**config.mk**
```make
export PLATFORM = sky130hd
export DESIGN_NAME = id_ex_skid_latch_flat
export DESIGN_NICKNAME = d
export VERILOG_FILES = /design/src/rtl/id_ex_skid_latch_if.sv /design/src/rtl/id_ex_skid_latch.sv /design/src/flat_wrapper.sv
export SDC_FILE = /design/constraint.sdc
export NUM_CORES = 1
export LEC_CHECK = 0
export BUFFER_PORTS_ARGS = -buffer_cell sky130_fd_sc_hd__buf_4
export CORE_UTILIZATION = 43
export CTS_CLUSTER_DIAMETER = 40
export DETAILED_ROUTE_END_ITERATION = 7
export HOLD_SLACK_MARGIN = 0.06
export PLACE_DENSITY = 0.76
export SLEW_MARGIN = 10
export SYNTH_ARGS = -nofsm -noshare
export SYNTH_HDL_FRONTEND = slang
export SYNTH_SLANG_ARGS = --single-unit
```
**constraint.sdc**
```tcl
create_clock -name clk -period 4.2 [get_ports clk]
set_clock_uncertainty 0.1 [all_clocks]
set_input_delay 1.05 -clock clk [delete_from_list [all_inputs] [get_ports clk]]
set_output_delay 1.05 -clock clk [all_outputs]
set_load 0.05 [all_outputs]
```
**src/rtl/id_ex_skid_latch_if.sv**
```systemverilog
// rtl/id_ex_skid_latch_if.sv - decode->execute handshake bundle for id_ex_skid_latch
interface id_ex_skid_latch_if #(
    parameter int DATA_W = 128,
    parameter int ID_W   = 5,
    parameter int DEPTH  = 2
);
    logic                             in_valid;
    logic                             in_ready;
    logic [DATA_W-1:0]                in_payload;
    logic [ID_W-1:0]                  in_ins_id;
    logic                             clr_latch;
    logic                             kill_valid;
    logic [ID_W-1:0]                  kill_id;
    logic                             out_valid;
    logic                             out_ready;
    logic [DATA_W-1:0]                out_payload;
    logic [ID_W-1:0]                  out_ins_id;
    logic                             out_ins_nop;
    logic [$clog2(DEPTH+1)-1:0]       occupancy;

    // latch side
    modport slave (
        input  in_valid, in_payload, in_ins_id, clr_latch, kill_valid, kill_id, out_ready,
        output in_ready, out_valid, out_payload, out_ins_id, out_ins_nop, occupancy
    );

    // decode/execute side
    modport master (
        output in_valid, in_payload, in_ins_id, clr_latch, kill_valid, kill_id, out_ready,
        input  in_ready, out_valid, out_payload, out_ins_id, out_ins_nop, occupancy
    );
endinterface

```
**src/rtl/id_ex_skid_latch.sv**
```systemverilog
// rtl/id_ex_skid_latch.sv - decode->execute register with DEPTH-entry skid queue; optional selective kill via ID_EX_SKID_KILL_EN
module id_ex_skid_latch #(
    parameter int DATA_W = 128,
    parameter int ID_W   = 5,
    parameter int DEPTH  = 2,
    localparam int CNT_W = $clog2(DEPTH+1)
) (
    input  logic                clk,
    input  logic                reset,
    id_ex_skid_latch_if.slave   bus
);
    // Entries at or beyond the occupancy are always held at zero, so the head
    // register doubles as the zero-when-empty output.
    logic [DATA_W-1:0] data_q [DEPTH];
    logic [DATA_W-1:0] data_d [DEPTH];
    logic [ID_W-1:0]   id_q   [DEPTH];
    logic [ID_W-1:0]   id_d   [DEPTH];
    logic [CNT_W-1:0]  cnt_q;
    logic [CNT_W-1:0]  cnt_d;
    logic              push;
    logic              pop;
    logic              in_ready;

    // Only registered state decides acceptance, keeping out_ready off the decode path.
    assign in_ready = (cnt_q < CNT_W'(DEPTH));
    assign push     = bus.in_valid && in_ready;
    assign pop      = (cnt_q != '0) && bus.out_ready;

`ifdef ID_EX_SKID_KILL_EN
    // Wrap-aware ROB age compare: id is younger when it sits in the half-ring after kill.
    function automatic logic is_younger(input logic [ID_W-1:0] id, input logic [ID_W-1:0] kid);
        logic [ID_W-1:0] diff;
        diff = id - kid;
        return (diff != '0) && !diff[ID_W-1];
    endfunction

    logic [CNT_W-1:0] cnt_mid;
`else
    logic unused_kill;
    assign unused_kill = ^{bus.kill_valid, bus.kill_id};
`endif

    // Next-state: pop shifts toward head, push appends at the tail, kill compacts survivors.
    always_comb begin
        data_d = data_q;
        id_d   = id_q;
        cnt_d  = cnt_q;
`ifdef ID_EX_SKID_KILL_EN
        cnt_mid = '0;
`endif
        if (pop) begin
            for (int i = 0; i < DEPTH-1; i++) begin
                data_d[i] = data_d[i+1];
                id_d[i]   = id_d[i+1];
            end
            data_d[DEPTH-1] = '0;
            id_d[DEPTH-1]   = '0;
            cnt_d           = cnt_d - 1'b1;
        end
        if (push) begin
            for (int i = 0; i < DEPTH; i++) begin
                if (CNT_W'(i) == cnt_d) begin
                    data_d[i] = bus.in_payload;
                    id_d[i]   = bus.in_ins_id;
                end
            end
            cnt_d = cnt_d + 1'b1;
        end
`ifdef ID_EX_SKID_KILL_EN
        cnt_mid = cnt_d;
        if (bus.kill_valid) begin
            // Walk from the tail so a removal only shifts entries already judged.
            for (int i = DEPTH-1; i >= 0; i--) begin
                if ((CNT_W'(i) < cnt_mid) && is_younger(id_d[i], bus.kill_id)) begin
                    for (int j = i; j < DEPTH-1; j++) begin
                        data_d[j] = data_d[j+1];
                        id_d[j]   = id_d[j+1];
                    end
                    data_d[DEPTH-1] = '0;
                    id_d[DEPTH-1]   = '0;
                    cnt_d           = cnt_d - 1'b1;
                end
            end
        end
`endif
        if (bus.clr_latch) begin
            for (int i = 0; i < DEPTH; i++) begin
                data_d[i] = '0;
                id_d[i]   = '0;
            end
            cnt_d = '0;
        end
    end

    // Queue state register with synchronous reset.
    always_ff @(posedge clk) begin
        if (reset) begin
            for (int i = 0; i < DEPTH; i++) begin
                data_q[i] <= '0;
                id_q[i]   <= '0;
            end
            cnt_q <= '0;
        end else begin
            for (int i = 0; i < DEPTH; i++) begin
                data_q[i] <= data_d[i];
                id_q[i]   <= id_d[i];
            end
            cnt_q <= cnt_d;
        end
    end

    assign bus.in_ready    = in_ready;
    assign bus.out_valid   = (cnt_q != '0);
    assign bus.out_ins_nop = (cnt_q == '0);
    assign bus.out_payload = data_q[0];
    assign bus.out_ins_id  = id_q[0];
    assign bus.occupancy   = cnt_q;
endmodule

```
**src/flat_wrapper.sv**
```systemverilog
// flat-port wrapper written by rule: the top's interface ports become plain ports
module id_ex_skid_latch_flat 
#(
    parameter int DATA_W = 128,
    parameter int ID_W   = 5,
    parameter int DEPTH  = 2,
    localparam int CNT_W = $clog2(DEPTH+1)
)
  (clk, reset, bus_in_valid, bus_in_payload, bus_in_ins_id, bus_clr_latch, bus_kill_valid, bus_kill_id, bus_out_ready, bus_in_ready, bus_out_valid, bus_out_payload, bus_out_ins_id, bus_out_ins_nop, bus_occupancy);
  id_ex_skid_latch_if #(.DATA_W(DATA_W), .ID_W(ID_W), .DEPTH(DEPTH)) bus_i ();
  input  logic clk;
  input  logic reset;
  input wire logic [$bits(bus_i.in_valid)-1:0] bus_in_valid;
  input wire logic [$bits(bus_i.in_payload)-1:0] bus_in_payload;
  input wire logic [$bits(bus_i.in_ins_id)-1:0] bus_in_ins_id;
  input wire logic [$bits(bus_i.clr_latch)-1:0] bus_clr_latch;
  input wire logic [$bits(bus_i.kill_valid)-1:0] bus_kill_valid;
  input wire logic [$bits(bus_i.kill_id)-1:0] bus_kill_id;
  input wire logic [$bits(bus_i.out_ready)-1:0] bus_out_ready;
  output wire logic [$bits(bus_i.in_ready)-1:0] bus_in_ready;
  output wire logic [$bits(bus_i.out_valid)-1:0] bus_out_valid;
  output wire logic [$bits(bus_i.out_payload)-1:0] bus_out_payload;
  output wire logic [$bits(bus_i.out_ins_id)-1:0] bus_out_ins_id;
  output wire logic [$bits(bus_i.out_ins_nop)-1:0] bus_out_ins_nop;
  output wire logic [$bits(bus_i.occupancy)-1:0] bus_occupancy;
  assign bus_i.in_valid = bus_in_valid;
  assign bus_i.in_payload = bus_in_payload;
  assign bus_i.in_ins_id = bus_in_ins_id;
  assign bus_i.clr_latch = bus_clr_latch;
  assign bus_i.kill_valid = bus_kill_valid;
  assign bus_i.kill_id = bus_kill_id;
  assign bus_i.out_ready = bus_out_ready;
  assign bus_in_ready = bus_i.in_ready;
  assign bus_out_valid = bus_i.out_valid;
  assign bus_out_payload = bus_i.out_payload;
  assign bus_out_ins_id = bus_i.out_ins_id;
  assign bus_out_ins_nop = bus_i.out_ins_nop;
  assign bus_occupancy = bus_i.occupancy;
  id_ex_skid_latch #(.DATA_W(DATA_W), .ID_W(ID_W), .DEPTH(DEPTH)) u_core (.clk(clk), .reset(reset), .bus(bus_i));
endmodule
```
==> flow_metrics.env <==
export IMPL_status="finished, final reports clean"
export IMPL_cp_max_fo=82
export IMPL_post_cts_buffers=0
export IMPL_fin_util=0.5325
export IMPL_crit_required_ps=4500
export IMPL_wl_um=33830
export IMPL_crit_chain="inv_1 -> ha_1 -> nor2b_4 -> buf_4 -> mux2_4 -> nand2b_4 -> buf_12 -> o211a_1"
export IMPL_max_stage_delay_ps=480
export IMPL_cts_sinks=268
export IMPL_groute_usage_overall=0.2217
export IMPL_syn_to_final_growth_pct=21.67
export IMPL_num_rows=61
export IMPL_synth_ff_type="dfxtp_1"
export IMPL_layout_nets=1704
export IMPL_power_leakage_uw=0.007082
export IMPL_synth_seq_cells=268
export IMPL_hold_start="u_core.data_q[28]$_SDFF_PP0_"
export IMPL_yosys_area_top_type="dfxtp_1"
export IMPL_ys_async_sr_fraction=0
export IMPL_synth_area_per_cell_um2=8.084
export IMPL_r2r_end="u_core.bus.out_payload[48]$_SDFF_PP0_"
export IMPL_ctsHoldBuffers=0
export IMPL_max_slew_margin_rel=0.2957
export IMPL_die_y_um=170.2
export IMPL_vias_per_cell=5.549
export IMPL_dp_hpwl_um=18620
export IMPL_fin_crit_sh=0.7618
export IMPL_cts_tree="built"
export IMPL_route_detailed_drc=0
export IMPL_r2r_start="u_core.bus.occupancy[1]$_SDFF_PP0_"
export IMPL_crit_type="reg2reg"
export IMPL_synth_area_leaders="dfxtp_1 44%, o211a_1 11%, nor2_1 8.3%"
export IMPL_reg2reg_slack_ps=1000
export IMPL_cap_violations=0
export IMPL_ys_warnings_count=0
export IMPL_yosysSeqAreaShare=0.4413
export IMPL_diodes=0
export IMPL_drive_above_1_share=0.2338
export IMPL_fin_hold_ws_ps=364.6
export IMPL_peakVddDrop_v=0.0002883
export IMPL_period_needed_ps=3199
export IMPL_grt_pass1_vias=10280
export IMPL_wire_per_inst_um=17.18
export IMPL_initial_core_util=0.4376
export IMPL_setup_viol=0
export IMPL_hold_path_endpoint="u_core.data_q[28]$_SDFF_PP0_"
export IMPL_place_area_mm2=0.01334
export IMPL_vias=10930
export IMPL_worst_pin_slew_ps=1056
export IMPL_grt_ovfl_total=0
export IMPL_syn_area_mm2=0.01216
export IMPL_core_area_mm2=0.02778
export IMPL_grt_pass1_wl_um=52090
export IMPL_min_path_cells=2
export IMPL_cp_start_kind="flip-flop"
export IMPL_h_tree_depth=2
export IMPL_finalPower_uw=7904
export IMPL_tns_ps=0
export IMPL_ctsResizeCount=0
export IMPL_drt_iter0_markers=955
export IMPL_power_density_mw_per_mm2=534.3
export IMPL_synth_edf_count=0
export IMPL_postSynthCellCount=1504
export IMPL_die_x_um=170.2
export IMPL_r2r_cells=8
export IMPL_clock_path_buffers=3
export IMPL_max_freq_ghz=0.3126
export IMPL_path_clk_slew_ps=60
export IMPL_drtPass1Iterations=5
export IMPL_syn_nets=1650
export IMPL_fin_area_mm2=0.01479
export IMPL_io_buffers=275
export IMPL_rsz0062_at_grt="false"
export IMPL_yosys_area_top_type_share=0.4413
export IMPL_ys_top_cells_by_count="269 x nor2_1, 268 x dfxtp_1, 136 x nand2_1"
export IMPL_die_area_mm2=0.02895
export IMPL_grt_max_degree=134
export IMPL_endpoint_kind="flip-flop"
export IMPL_antenna_found_initial=0
export IMPL_fill_cells=2562
export IMPL_cts_made_buffers=41
export IMPL_arrival_ps=3500
export IMPL_clock_latency_ps=520
export IMPL_cp_slowest_cell="nand2b_4"
export IMPL_drv_slew=0
export IMPL_ys_types=22
export IMPL_ant_nets=0
export IMPL_synth_most_common_cell="nor2_1"
export IMPL_io_pins=282
export IMPL_min_delay_path_class="reg2reg"
export IMPL_globalplace_congestion=0.7671
export IMPL_root_buffer="clkbuf_16"
export IMPL_hold_viol=0
==> where the power goes <==
group	switching, uW	internal [uW]	total [uW]
sequential	71.4	2670	2740
combinational	1070	535	1610
clock	1250	2300	3550
total	2400	5500	7900
==> stage by stage <==
step	setup slack [ps]	std cells
floorplan	397.9	1504
global placement	759.9	1893
detailed placement	721.8	1893
CTS	1048	1969
global route	916.8	1969
finish	1001	1969
==> routing by layer <==
layer	track usage	wire, um
met1	0.2630	13570
met2	0.3813	16590
met3	0.05093	2652
met4	0.09714	1024
met5	0	0
==> worst max path at each step <==
stage / startpoint / to / slack, ps / cells past startpoint
2_1_floorplan: u_core.bus.occupancy[1]$_SDFF_PP0_ / u_core.data_q[89]$_SDFF_PP0_ / 400 / 13
3_3_place_gp: bus_out_ready / u_core.bus.out_payload[1]$_SDFF_PP0_ / 760 / 7
3_5_place_dp: bus_out_ready / u_core.bus.out_payload[48]$_SDFF_PP0_ / 720 / 7
4_1_cts: u_core.bus.occupancy[1]$_SDFF_PP0_ / u_core.bus.out_payload[48]$_SDFF_PP0_ / 1050 / 8
5_1_grt: u_core.bus.occupancy[1]$_SDFF_PP0_ / u_core.bus.out_payload[49]$_SDFF_PP0_ / 920 / 8
6_report: u_core.bus.occupancy[1]$_SDFF_PP0_ / u_core.bus.out_payload[48]$_SDFF_PP0_ / 1000 / 8
==> cells in the final DEF (no fill, tap or decap), types with 2 or more instances in the layout <==
cell,n
buf_12,9
o22ai_1,133
nand2_1,135
clkinv_4,4
buf_4,283
nand2b_4,3
inv_6,3
clkbuf_1,5
clkinvlp_4,5
clkinv_2,6
a21oi_1,134
o211a_1,133
clkbuf_8,2
inv_1,3
dfxtp_1,268
xnor2_1,2
ha_1,2
inv_8,2
clkbuf_16,43
nor2_1,268
bufinv_16,6
nand3_1,133
==> cell families after synthesis <==
| kind of cell | Yosys count | synth area share |
|---|---|---|
| XOR/XNOR | 2 | 0.001441 |
| multiplexers | 1 | 0.001235 |
| adder cells (fa/ha/maj) | 2 | 0.002058 |
| buffers and inverters | 284 | 0.1364 |
| flip-flops | 268 | 0.4413 |
| AND/OR/NAND/NOR | 545 | 0.1834 |
| AO/OA/AOI/OAI | 402 | 0.2342 |
==> worst max-delay path: cells and delay by family, from the launching register on <==
kind | cells | cell delay, ps
compound gates | 1 | 280
fa+ha+maj | 1 | 280
buf+inv | 3 | 880
flops | 1 | 440
mux | 1 | 360
simple gates | 2 | 670
==> flip-flops by register name (all words and copies together), names as in the netlist <==
name / count
u_core.bus.out_ins_id: 5
u_core.bus.out_payload: 128
u_core.bus.occupancy: 2
u_core.id_q: 5
u_core.data_q: 128
==> area by class of cell <==
cell class / count / area (um2) / area share
inverters: 3 / 11.26 / 0.0007612
clock buffers: 50 / 1122 / 0.07587
flip-flops and latches: 268 / 5365 / 0.3627
repair buffers: 292 / 2305 / 0.1558
clock inverters: 26 / 331.6 / 0.02241
well taps: 378 / 473.0 / 0.03197
multi-input cells: 952 / 5185 / 0.3505
(Power assumes the default switching activity.)
